==> src/rtl/multicycle_controller_pkg.sv <==
// ============================================================================
// Module      : multicycle_controller_pkg
// Description : State encodings, opcode constants and datapath select codes
//               shared by the RV32I multi-cycle controller.
// Revision    : 1.0 - initial release
// ============================================================================
`default_nettype none

package multicycle_controller_pkg;

    localparam int unsigned c_STATE_W = 4;
    typedef logic [c_STATE_W-1:0] state_t;

    localparam state_t c_ST_RESET  = 4'd0;
    localparam state_t c_ST_FETCH  = 4'd1;
    localparam state_t c_ST_DECODE = 4'd2;
    localparam state_t c_ST_EXEC_R = 4'd3;
    localparam state_t c_ST_EXEC_I = 4'd4;
    localparam state_t c_ST_ALU_WB = 4'd5;
    localparam state_t c_ST_ADDR   = 4'd6;
    localparam state_t c_ST_MEM_RD = 4'd7;
    localparam state_t c_ST_MEM_WB = 4'd8;
    localparam state_t c_ST_MEM_WR = 4'd9;
    localparam state_t c_ST_BRANCH = 4'd10;
    localparam state_t c_ST_JAL    = 4'd11;
    localparam state_t c_ST_HALT   = 4'd12;

    localparam logic [6:0] c_OP_R      = 7'b0110011;
    localparam logic [6:0] c_OP_I      = 7'b0010011;
    localparam logic [6:0] c_OP_LOAD   = 7'b0000011;
    localparam logic [6:0] c_OP_STORE  = 7'b0100011;
    localparam logic [6:0] c_OP_BRANCH = 7'b1100011;
    localparam logic [6:0] c_OP_JAL    = 7'b1101111;

    localparam logic [2:0] c_F3_BEQ = 3'b000;
    localparam logic [2:0] c_F3_BNE = 3'b001;

    localparam logic [1:0] c_ALUOP_ADD = 2'b00;
    localparam logic [1:0] c_ALUOP_SUB = 2'b01;
    localparam logic [1:0] c_ALUOP_R   = 2'b10;
    localparam logic [1:0] c_ALUOP_I   = 2'b11;

    localparam logic [1:0] c_SRCA_PC    = 2'b00;
    localparam logic [1:0] c_SRCA_OLDPC = 2'b01;
    localparam logic [1:0] c_SRCA_RS1   = 2'b10;

    localparam logic [1:0] c_SRCB_RS2  = 2'b00;
    localparam logic [1:0] c_SRCB_FOUR = 2'b01;
    localparam logic [1:0] c_SRCB_IMM  = 2'b10;

    localparam logic [1:0] c_M2R_ALU = 2'b00;
    localparam logic [1:0] c_M2R_MEM = 2'b01;
    localparam logic [1:0] c_M2R_PC  = 2'b10;

    // States that hold a memory request open and are policed by the wait timer
    function automatic logic is_wait_state(input state_t st);
        return (st == c_ST_FETCH) || (st == c_ST_MEM_RD) || (st == c_ST_MEM_WR);
    endfunction

endpackage

`default_nettype wire

==> src/rtl/multicycle_controller_mem_wait_timer.sv <==
// ============================================================================
// Module      : mem_wait_timer
// Description : Counts wait cycles of an outstanding memory request and flags
//               a timeout when the budget is used up without ready.
// Revision    : 1.0 - initial release
// ============================================================================
`default_nettype none

module mem_wait_timer #(
    parameter int unsigned MEM_WAIT_MAX = 15
) (
    input  logic i_clk,
    input  logic i_rst_n,
    input  logic i_clear,
    input  logic i_enable,
    input  logic i_ready,
    output logic o_timeout
);

    localparam logic [7:0] c_MAX = 8'(MEM_WAIT_MAX);

    logic [7:0] r_count;

    always_ff @(posedge i_clk or negedge i_rst_n) begin
        if (!i_rst_n) begin
            r_count <= 8'd0;
        end else if (i_clear) begin
            r_count <= 8'd0;
        end else if (i_enable && !i_ready && (r_count != c_MAX)) begin
            r_count <= r_count + 8'd1;
        end
    end

    // Ready on the last allowed cycle still completes the access
    assign o_timeout = i_enable && !i_ready && (r_count == c_MAX);

endmodule

`default_nettype wire

==> src/rtl/multicycle_controller.sv <==
// ============================================================================
// Module      : multicycle_controller
// Description : Multi-cycle sequencing FSM for the RV32I datapath; drives mux
//               selects and enables, polices memory waits, counts retirements.
// Revision    : 1.0 - initial release
// ============================================================================
`default_nettype none

module multicycle_controller
    import multicycle_controller_pkg::*;
#(
    parameter int unsigned MEM_WAIT_MAX = 15,
    parameter int unsigned INSTRET_W    = 32
) (
    input  logic                 i_clk,
    input  logic                 i_rst_n,
    input  logic [6:0]           i_OPCode,
    input  logic [2:0]           i_Funct3,
    input  logic                 i_Zero,
    input  logic                 i_IMReady,
    input  logic                 i_DMReady,
    output logic                 o_IMReq,
    output logic                 o_IRWrite,
    output logic                 o_PCWrite,
    output logic                 o_PCSrc,
    output logic [1:0]           o_ALUSrcA,
    output logic [1:0]           o_ALUSrcB,
    output logic [1:0]           o_ALUOp,
    output logic                 o_MemRead,
    output logic                 o_MemWrite,
    output logic                 o_RegWrite,
    output logic [1:0]           o_MemToReg,
    output logic                 o_Illegal,
    output logic                 o_BusError,
    output logic                 o_Halted,
    output logic [INSTRET_W-1:0] o_InstRet
);

    state_t                 r_state;
    state_t                 w_next_state;
    logic                   r_illegal;
    logic                   r_bus_error;
    logic [INSTRET_W-1:0]   r_instret;

    logic                   w_set_illegal;
    logic                   w_ready;
    logic                   w_timeout;
    logic                   w_retire;
    logic                   w_branch_ok;
    logic                   w_branch_taken;

    assign w_ready = (r_state == c_ST_FETCH) ? i_IMReady : i_DMReady;

    // Any state change restarts the count, so each wait state starts fresh
    mem_wait_timer #(
        .MEM_WAIT_MAX (MEM_WAIT_MAX)
    ) u_mem_wait_timer (
        .i_clk     (i_clk),
        .i_rst_n   (i_rst_n),
        .i_clear   (w_next_state != r_state),
        .i_enable  (is_wait_state(r_state)),
        .i_ready   (w_ready),
        .o_timeout (w_timeout)
    );

    assign w_branch_ok    = (i_Funct3 == c_F3_BEQ) || (i_Funct3 == c_F3_BNE);
    assign w_branch_taken = ((i_Funct3 == c_F3_BEQ) &&  i_Zero) ||
                            ((i_Funct3 == c_F3_BNE) && !i_Zero);

    assign w_retire = (w_next_state == c_ST_FETCH) &&
                      (r_state != c_ST_FETCH) && (r_state != c_ST_RESET);

    always_ff @(posedge i_clk or negedge i_rst_n) begin
        if (!i_rst_n) begin
            r_state     <= c_ST_RESET;
            r_illegal   <= 1'b0;
            r_bus_error <= 1'b0;
            r_instret   <= '0;
        end else begin
            r_state <= w_next_state;
            if (w_set_illegal) begin
                r_illegal <= 1'b1;
            end
            if (w_timeout) begin
                r_bus_error <= 1'b1;
            end
            if (w_retire) begin
                r_instret <= r_instret + INSTRET_W'(1);
            end
        end
    end

    always_comb begin
        w_next_state  = r_state;
        w_set_illegal = 1'b0;
        case (r_state)
            c_ST_RESET:  w_next_state = c_ST_FETCH;
            c_ST_FETCH: begin
                if (w_timeout) begin
                    w_next_state = c_ST_HALT;
                end else if (i_IMReady) begin
                    w_next_state = c_ST_DECODE;
                end
            end
            c_ST_DECODE: begin
                case (i_OPCode)
                    c_OP_R:                 w_next_state = c_ST_EXEC_R;
                    c_OP_I:                 w_next_state = c_ST_EXEC_I;
                    c_OP_LOAD, c_OP_STORE:  w_next_state = c_ST_ADDR;
                    c_OP_BRANCH:            w_next_state = c_ST_BRANCH;
                    c_OP_JAL:               w_next_state = c_ST_JAL;
                    default: begin
                        w_next_state  = c_ST_HALT;
                        w_set_illegal = 1'b1;
                    end
                endcase
            end
            c_ST_EXEC_R, c_ST_EXEC_I: w_next_state = c_ST_ALU_WB;
            c_ST_ALU_WB: w_next_state = c_ST_FETCH;
            c_ST_ADDR: begin
                w_next_state = (i_OPCode == c_OP_LOAD) ? c_ST_MEM_RD : c_ST_MEM_WR;
            end
            c_ST_MEM_RD: begin
                if (w_timeout) begin
                    w_next_state = c_ST_HALT;
                end else if (i_DMReady) begin
                    w_next_state = c_ST_MEM_WB;
                end
            end
            c_ST_MEM_WB: w_next_state = c_ST_FETCH;
            c_ST_MEM_WR: begin
                if (w_timeout) begin
                    w_next_state = c_ST_HALT;
                end else if (i_DMReady) begin
                    w_next_state = c_ST_FETCH;
                end
            end
            c_ST_BRANCH: begin
                if (w_branch_ok) begin
                    w_next_state = c_ST_FETCH;
                end else begin
                    w_next_state  = c_ST_HALT;
                    w_set_illegal = 1'b1;
                end
            end
            c_ST_JAL:  w_next_state = c_ST_FETCH;
            c_ST_HALT: w_next_state = c_ST_HALT;
            default:   w_next_state = c_ST_HALT;
        endcase
    end

    always_comb begin
        o_IMReq    = 1'b0;
        o_IRWrite  = 1'b0;
        o_PCWrite  = 1'b0;
        o_PCSrc    = 1'b0;
        o_ALUSrcA  = c_SRCA_PC;
        o_ALUSrcB  = c_SRCB_RS2;
        o_ALUOp    = c_ALUOP_ADD;
        o_MemRead  = 1'b0;
        o_MemWrite = 1'b0;
        o_RegWrite = 1'b0;
        o_MemToReg = c_M2R_ALU;
        case (r_state)
            c_ST_FETCH: begin
                o_IMReq   = 1'b1;
                o_ALUSrcA = c_SRCA_PC;
                o_ALUSrcB = c_SRCB_FOUR;
                o_ALUOp   = c_ALUOP_ADD;
                o_IRWrite = i_IMReady;
                o_PCWrite = i_IMReady;
            end
            c_ST_DECODE: begin
                o_ALUSrcA = c_SRCA_OLDPC;
                o_ALUSrcB = c_SRCB_IMM;
                o_ALUOp   = c_ALUOP_ADD;
            end
            c_ST_EXEC_R: begin
                o_ALUSrcA = c_SRCA_RS1;
                o_ALUSrcB = c_SRCB_RS2;
                o_ALUOp   = c_ALUOP_R;
            end
            c_ST_EXEC_I: begin
                o_ALUSrcA = c_SRCA_RS1;
                o_ALUSrcB = c_SRCB_IMM;
                o_ALUOp   = c_ALUOP_I;
            end
            c_ST_ALU_WB: begin
                o_RegWrite = 1'b1;
                o_MemToReg = c_M2R_ALU;
            end
            c_ST_ADDR: begin
                o_ALUSrcA = c_SRCA_RS1;
                o_ALUSrcB = c_SRCB_IMM;
                o_ALUOp   = c_ALUOP_ADD;
            end
            // Enables are withheld on the cycle the request times out
            c_ST_MEM_RD: o_MemRead  = !w_timeout;
            c_ST_MEM_WB: begin
                o_RegWrite = 1'b1;
                o_MemToReg = c_M2R_MEM;
            end
            c_ST_MEM_WR: o_MemWrite = !w_timeout;
            c_ST_BRANCH: begin
                o_ALUSrcA = c_SRCA_RS1;
                o_ALUSrcB = c_SRCB_RS2;
                o_ALUOp   = c_ALUOP_SUB;
                o_PCSrc   = 1'b1;
                o_PCWrite = w_branch_taken;
            end
            c_ST_JAL: begin
                o_RegWrite = 1'b1;
                o_MemToReg = c_M2R_PC;
                o_PCWrite  = 1'b1;
                o_PCSrc    = 1'b1;
            end
            default: ;
        endcase
    end

    assign o_Illegal  = r_illegal;
    assign o_BusError = r_bus_error;
    assign o_Halted   = (r_state == c_ST_HALT);
    assign o_InstRet  = r_instret;

endmodule

`default_nettype wire

==> config.mk <==
export PLATFORM = sky130hd
export DESIGN_NAME = multicycle_controller
export DESIGN_NICKNAME = d
export VERILOG_FILES = /design/src/rtl/multicycle_controller_pkg.sv /design/src/rtl/multicycle_controller_mem_wait_timer.sv /design/src/rtl/multicycle_controller.sv
export SDC_FILE = /design/constraint.sdc
export NUM_CORES = 1
export LEC_CHECK = 0
export BUFFER_PORTS_ARGS = -buffer_cell sky130_fd_sc_hd__buf_2
export CAP_MARGIN = 20
export CORE_MARGIN = 8
export CORE_UTILIZATION = 40
export DETAILED_ROUTE_END_ITERATION = 6
export GPL_ROUTABILITY_DRIVEN = 0
export SETUP_SLACK_MARGIN = 0.15
export SLEW_MARGIN = 20
export SYNTH_ARGS = -nofsm -noshare
export SYNTH_HDL_FRONTEND = slang
export SYNTH_HIERARCHICAL = 1
export SYNTH_SLANG_ARGS = --single-unit
==> constraint.sdc <==
create_clock -name i_clk -period 4.1 [get_ports i_clk]
set_input_delay 0.82 -clock i_clk [delete_from_list [all_inputs] [get_ports i_clk]]
set_output_delay 0.82 -clock i_clk [all_outputs]
set_load 0.01 [all_outputs]
==> results of run 1 <==
flip-flops by register name, summed over array words and instances (netlist names):
name                      count
o_InstRet                    32
u_mem_wait_timer/r_count      8
r_state                       4
o_BusError                    1
o_Illegal                     1
metal layers:
metal	vias to the layer above	GRT usage [%]	part of all wire (%)
li1	1228	-	-
met1	1173	17.0	46
met2	65	22.5	46
met3	7	3.94	7.1
met4	0	3.55	1.2
met5	-	0	0
power by group:
group	internal [mW]	leakage, nW	total [mW]	switching (mW)
combinational	0.325	0.995	0.857	0.532
clock	0.155	0.0544	0.310	0.155
sequential	0.513	0.607	0.600	0.0872
cells by family after synthesis:
logic type / count (synthesis)
xor+xnor: 35
mux: 4
simple gates: 148
fa+ha+maj: 3
flops: 46
buf+inv: 30
compound gates: 42
stage by stage:
stage | setup slack, ps | utilization, %
3_5_place_dp | 283 | 46.5
3_3_place_gp | 386 | 46.5
2_1_floorplan | 194 | -
5_1_grt | 125 | 48.1
6_report | 387 | 48.1
4_1_cts | 358 | 47.9
cells in the mapped netlist (3+ instances only):
| cell type | n | share of area (%) |
|---|---|---|
| sky130_fd_sc_hd__nor2_1 | 29 | 3.8 |
| sky130_fd_sc_hd__or4_1 | 5 | 1.3 |
| sky130_fd_sc_hd__inv_1 | 12 | 1.6 |
| sky130_fd_sc_hd__nor4_1 | 7 | 1.5 |
| sky130_fd_sc_hd__nor4_2 | 8 | 3.5 |
| sky130_fd_sc_hd__a21oi_1 | 9 | 1.6 |
| sky130_fd_sc_hd__nor2b_1 | 3 | 0.65 |
| sky130_fd_sc_hd__clkbuf_1 | 6 | 0.78 |
| sky130_fd_sc_hd__o21ai_0 | 4 | 0.69 |
| sky130_fd_sc_hd__a41oi_1 | 3 | 0.91 |
| sky130_fd_sc_hd__nand4_1 | 10 | 2.2 |
| sky130_fd_sc_hd__xor2_1 | 29 | 8.8 |
| sky130_fd_sc_hd__nand3_1 | 19 | 3.3 |
| sky130_fd_sc_hd__nand2_1 | 20 | 2.6 |
| sky130_fd_sc_hd__dfrtp_1 | 46 | 40 |
| sky130_fd_sc_hd__mux2_2 | 3 | 1.2 |
| sky130_fd_sc_hd__or2_2 | 3 | 0.65 |
| sky130_fd_sc_hd__and3_1 | 4 | 0.87 |
| sky130_fd_sc_hd__o31ai_1 | 5 | 1.3 |
| sky130_fd_sc_hd__xnor2_1 | 6 | 1.8 |
| sky130_fd_sc_hd__nand2b_1 | 9 | 2.0 |
| sky130_fd_sc_hd__buf_6 | 3 | 1.2 |
| sky130_fd_sc_hd__buf_2 | 3 | 0.52 |
| sky130_fd_sc_hd__nor3_1 | 13 | 2.3 |
| sky130_fd_sc_hd__a211oi_1 | 3 | 0.78 |
area by class of cell:
| cell class | count | area [um^2] | share of cell area [%] |
|---|---|---|---|
| Multi-Input combinational cell | 232 | 1610 | 47.2 |
| Tap cell | 99 | 124 | 3.63 |
| Inverter | 14 | 52.6 | 1.54 |
| Timing Repair Buffer | 70 | 368 | 10.8 |
| Clock buffer | 7 | 96.3 | 2.82 |
| Sequential cell | 46 | 1150 | 33.7 |
| Clock inverter | 1 | 8.76 | 0.257 |
worst max-delay path by stage:
stage	from	to	slack, ps	cells past startpoint
after floorplan	r_state[1]$_DFF_PN0_	u_mem_wait_timer/r_count[0]$_DFFE_PN0P_	190	17
after global placement	i_DMReady	o_InstRet[21]$_DFFE_PN0P_	390	12
after detailed placement	i_DMReady	o_InstRet[31]$_DFFE_PN0P_	280	12
after CTS	r_state[1]$_DFF_PN0_	o_InstRet[31]$_DFFE_PN0P_	360	12
after global routing	r_state[1]$_DFF_PN0_	o_InstRet[21]$_DFFE_PN0P_	120	12
final	r_state[1]$_DFF_PN0_	o_InstRet[18]$_DFFE_PN0P_	390	12
what timing repair did:
item	in CTS	in global routing
gates resized for setup	0	1
buffers inserted	0	0
endpoints found under the setup margin	0	4
==> flow_summary.yaml, run 1 <==
drt:
  drt.antenna.violating_nets: 0
  routed-via-count: 2473
  finalWirelength_um: 6960
  drtPass1Iterations: 4
  dr.first_iter.drc_count: 100
  route.detailed.vias_per_inst: 5.27
  drcViolationCount: 0
  wl_per_cell_um: 14.8
placed_design:
  detailedPlacementHpwl_um: 5050
  number_of_port_buffers: 64
  postPlaceCellArea_um2: 3300
  place.detailed.instances: 461
synthesis:
  synth-simple-area-share_pct: 30.6
  number_of_synthesized_register_bits: 46
  synth-edff-count: 0
  syn_area_um2: 2880
  postSynthNetCount: 325
  asyncSetResetFlopFracSynth_pct: 100
  ys.warnings.count: 6
  postSynthAreaPerCell_um2: 9.36
  largest_family_of_logic_cells_by_synthesized_area: "simple AND/OR/NAND/NOR gates"
  postSynth.topFlopCell: "sky130_fd_sc_hd__dfrtp_1"
  synth.mux.area_fraction_pct: 1.52
  synth_cell_type_count: 60
  synthXorXnorAreaFrac_pct: 10.6
  synth_compound_area_share_pct: 11.0
  yosys.area_share.adder_pct: 1.22
  synth_cells: 308
  share_of_synthesized_area_occupied_by_flip_flops_and_latches_pct: 39.9
layout:
  area_delta_synth_final_pct: 18.4
  final_common_cell: "sky130_fd_sc_hd__buf_2"
  finalNetCount: 386
  antenna_diodes: 0
  fin_cells: 469
  final_cell_mix: "sky130_fd_sc_hd__buf_2 (63), sky130_fd_sc_hd__dfrtp_1 (46), sky130_fd_sc_hd__nor2_1 (29), sky130_fd_sc_hd__xor2_1 (29), sky130_fd_sc_hd__nand2_1 (20)"
  proportion_of_layout_cells_with_a_drive_suffix_above_1_pct: 28.4
  filler_cell_count: 719
  post-route-cell-area_um2: 3410
clock_network:
  htreeDepth: 2
  clk_transition_reported_paths_ps: 90
  number_of_clock_sinks: 46
  cts_tree: "built"
  clock_insertion_delay_worst_skew_ps: 290
  ctsRootBufferMaster: "sky130_fd_sc_hd__clkbuf_8"
  cts.path.max_buffers: 2
  holdBufCountCts: 0
  numCtsBuffers: 5
setup_path:
  cp.arrival_ps: 3940
  startpoint_type: "flip-flop"
  r2r_setup_slack_ps: 390
  timing.critical_path.to_type: "flip-flop"
  worst_path_dominant_cell_family: "simple AND/OR/NAND/NOR gates"
  r2r.worst_path.cells: 12
  required_time_worst_endpoint_ps: 4320
  worst_path_bufs_invs: 0
  path_cells: "nor4_4 > nand2_1 > o21ai_0 > nand2b_1 > nor3_2 > nand2b_4 > a2111oi_4 > a211oi_1 > a311o_1 > or4_4 > nor4_1 > xor2_1"
  crit_path_max_fanout: 32
  critical_path_class: "reg -> reg"
  critical_path.reg2reg.endpoint: "o_InstRet[18]$_DFFE_PN0P_"
  cp_slowest_stage_delay_ps: 720
  slowest_stage: "sky130_fd_sc_hd__or4_4"
  crit-reg2reg-launch: "r_state[1]$_DFF_PN0_"
outcome:
  outcome: "completed"
timing:
  timing.setup.tns_ps: 0
  finalHoldViolations: 0
  finalSetupViolations: 0
  fmaxAchievable_mhz: 269
  max-slew-margin-rel_pct: 33.9
  unrepaired_setup_endpoints_after_global_routing: "yes"
  tightest_slew_ps: 989
  post-route-min-period_ps: 3710
  finalCritPeriodShare_pct: 90.6
  final.setup_skew_ps: 3.77
  fin_worst_hold_slack_ps: 461
  timing_max_transition_violations_final: 0
floorplan:
  core_area_um2: 7100
  die_area_um2: 10200
  die_h_um: 101
  starting_utilization_of_the_core_area_pct: 40.6
  floorplan.rows: 31
  io-pin-count: 65
  die_w_um: 101
hold_path:
  min_delay_path_depth: 1
  hold_path_end: "o_InstRet[31]$_DFFE_PN0P_"
  hp-start: "o_InstRet[31]$_DFFE_PN0P_"
  hold_class: "reg -> reg"
power_and_ir_drop:
  leakage_nw: 1.66
  vdd_drop_max_uv: 312
  power_per_cell_area_nw_per_um2: 518
  total_power_mw: 1.77
grt:
  global_route.overflow_total: 0
  grt_pass1_wl_um: 11600
  number_of_antenna_violations_at_the_first_check_in_global_routing: 0
  first_global_vias: 2456
  pin_count_of_the_biggest_net_entering_global_routing: 47
  grt_usage_pct: 13.7
job:
  max_cap_violations: 0
(Power assumes the default switching activity.)
==> inputs of run 2 (changes only) <==
Settings changed: CAP_MARGIN 20 to 25, GPL_TIMING_DRIVEN from default to 0, RECOVER_POWER from default to 25.
==> flow_summary.yaml, run 2 (synthesized netlist as in run 1, its figures left out) <==
outcome:
  outcome: "completed"
timing:
  setup_slack_ps: 268
  fmaxAchievable_mhz: 261
  timing.setup.tns_ps: 0
  timing_max_transition_violations_final: 0
  max-slew-margin-rel_pct: 9.72
  unrepaired_setup_endpoints_after_global_routing: "no"
  fin_worst_hold_slack_ps: 464
  finalSetupViolations: 0
  post-route-min-period_ps: 3830
  tightest_slew_ps: 1350
  finalCritPeriodShare_pct: 93.5
  finalHoldViolations: 0
  final.setup_skew_ps: 8.42
grt:
  global_route.overflow_total: 0
  first_global_vias: 2641
  grt_pass1_wl_um: 12200
  pin_count_of_the_biggest_net_entering_global_routing: 27
  number_of_antenna_violations_at_the_first_check_in_global_routing: 0
  grt_usage_pct: 14.4
setup_path:
  worst_path_dominant_cell_family: "simple AND/OR/NAND/NOR gates"
  timing.critical_path.to_type: "flip-flop"
  critical_path.most_common_cell: "sky130_fd_sc_hd__buf_6"
  cp_slowest_stage_delay_ps: 490
  cp.arrival_ps: 4060
  slowest_stage: "sky130_fd_sc_hd__or4_4"
  startpoint_type: "flip-flop"
  path_cells: "buf_6 > buf_6 > nor4_4 > nand2_1 > o21ai_2 > nand2b_4 > buf_8 > nor3_4 > nand2b_4 > a2111oi_4 > a211oi_2 > a311o_1 > or4_4 > buf_6 > buf_6 > nor4_2 > xor2_1"
  critical_path_class: "reg -> reg"
  worst_path_bufs_invs: 5
  required_time_worst_endpoint_ps: 4330
  crit_path_max_fanout: 10
floorplan:
  starting_utilization_of_the_core_area_pct: 40.6
  io-pin-count: 65
  die_w_um: 101
  die_area_um2: 10200
  die_h_um: 101
  core_area_um2: 7100
  floorplan.rows: 31
power_and_ir_drop:
  leakage_nw: 1.82
  vdd_drop_max_uv: 265
  power_per_cell_area_nw_per_um2: 563
hold_path:
  hold_class: "reg -> reg"
layout:
  final_common_cell: "sky130_fd_sc_hd__buf_2"
  area_delta_synth_final_pct: 27.6
  filler_cell_count: 691
  proportion_of_layout_cells_with_a_drive_suffix_above_1_pct: 33.5
  multi_input_area_um2: 1720
  largest_reg_flops: 32
  antenna_diodes: 0
  finalNetCount: 407
  final_cell_mix: "sky130_fd_sc_hd__buf_2 (64), sky130_fd_sc_hd__dfrtp_1 (44), sky130_fd_sc_hd__xor2_1 (29), sky130_fd_sc_hd__nor2_1 (28), sky130_fd_sc_hd__nand2_1 (20)"
  post-route-cell-area_um2: 3680
  seq_cell_area_um2: 1150
drt:
  finalWirelength_um: 7440
  wl_per_cell_um: 15.2
  drcViolationCount: 0
  drtPass1Iterations: 5
  drt.antenna.violating_nets: 0
  routed-via-count: 2656
  dr.first_iter.drc_count: 112
  route.detailed.vias_per_inst: 5.42
clock_network:
  cts.path.max_buffers: 2
  clock_insertion_delay_worst_skew_ps: 300
  ctsRootBufferMaster: "sky130_fd_sc_hd__clkbuf_8"
  clk_transition_reported_paths_ps: 90
  htreeDepth: 2
  numCtsBuffers: 5
  cts_tree: "built"
  number_of_clock_sinks: 46
placed_design:
  pre_cts_ws_ps: -380
  number_of_port_buffers: 64
  detailedPlacementHpwl_um: 5370
  postPlaceCellArea_um2: 3370
job:
  max_cap_violations: 0
==> run 2: changes by cell type in the layout (fill, tap and decap cells not counted), moves of 2 or more <==
| cell | change |
|---|---|
| sky130_fd_sc_hd__clkbuf_1 | +5 |
| sky130_fd_sc_hd__dfrtp_2 | +2 |
| sky130_fd_sc_hd__nor3_1 | -3 |
| sky130_fd_sc_hd__nor4_2 | -4 |
| sky130_fd_sc_hd__nor4_4 | +6 |
| sky130_fd_sc_hd__nor4_1 | -2 |
| sky130_fd_sc_hd__dfrtp_1 | -2 |
| sky130_fd_sc_hd__buf_4 | +8 |
| sky130_fd_sc_hd__clkbuf_8 | -2 |
| sky130_fd_sc_hd__buf_6 | +4 |
| sky130_fd_sc_hd__nor3_2 | +2 |
==> run 2: power breakdown <==
part / leakage [nW] / internal (mW) / switching, mW
registers: 0.604 / 0.515 / 0.0708
clock network: 0.0585 / 0.183 / 0.162
logic: 1.15 / 0.490 / 0.653
==> run 2: stage by stage <==
| stage | total power, mW | instances | util (%) |
|---|---|---|---|
| floorplan | 1.27 | 308 | - |
| global placement | 1.55 | 471 | 47.2 |
| detailed placement | 1.56 | 472 | 47.5 |
| CTS | 1.96 | 483 | 49.9 |
| global route | 2.21 | 490 | 51.8 |
| finish | 2.07 | 490 | 51.8 |
==> run 2: layout make-up <==
type	instances	share of cell area, %
Inverter	14	1.43
Buffer	16	3.33
Timing Repair Buffer	75	10.8
Tap cell	99	3.37
Clock buffer	5	1.87
Clock inverter	3	1.19
Sequential cell	46	31.3
Multi-Input combinational cell	232	46.7
==> run 2: repair_timing <==
| item | 4_1_cts | 5_1_grt |
|---|---|---|
| setup endpoints to repair | 40 | 39 |
| cloned | 0 | 0 |
| pin swaps | 2 | 6 |
| setup buffers | 3 | 7 |
| hold buffers | 0 | 0 |
| resized for setup | 10 | 27 |
==> run 2: worst paths after layout <==
check,startpoint,endpoint,slack (ps),depth (start not counted)
max,r_state[1]$_DFF_PN0_,o_InstRet[26]$_DFFE_PN0P_,270,17
min,o_BusError$_DFFE_PN0P_,o_BusError$_DFFE_PN0P_,460,1
max reg2reg,r_state[1]$_DFF_PN0_,o_InstRet[26]$_DFFE_PN0P_,270,17
min reg2reg,o_BusError$_DFFE_PN0P_,o_BusError$_DFFE_PN0P_,460,1
max in group asynchronous,i_rst_n,r_state[0]$_DFF_PN0_,1510,2
min in group asynchronous,i_rst_n,o_InstRet[31]$_DFFE_PN0P_,810,1
==> run 2: per-layer routing <==
metal  vias up  global-route usage [%]  wire length [um]
met5         -                       0                 0
met4         0                    5.73               150
met3        15                    2.90               484
met2       101                    23.8              3440
met1      1268                    17.8              3360
li1       1272                       -                 -
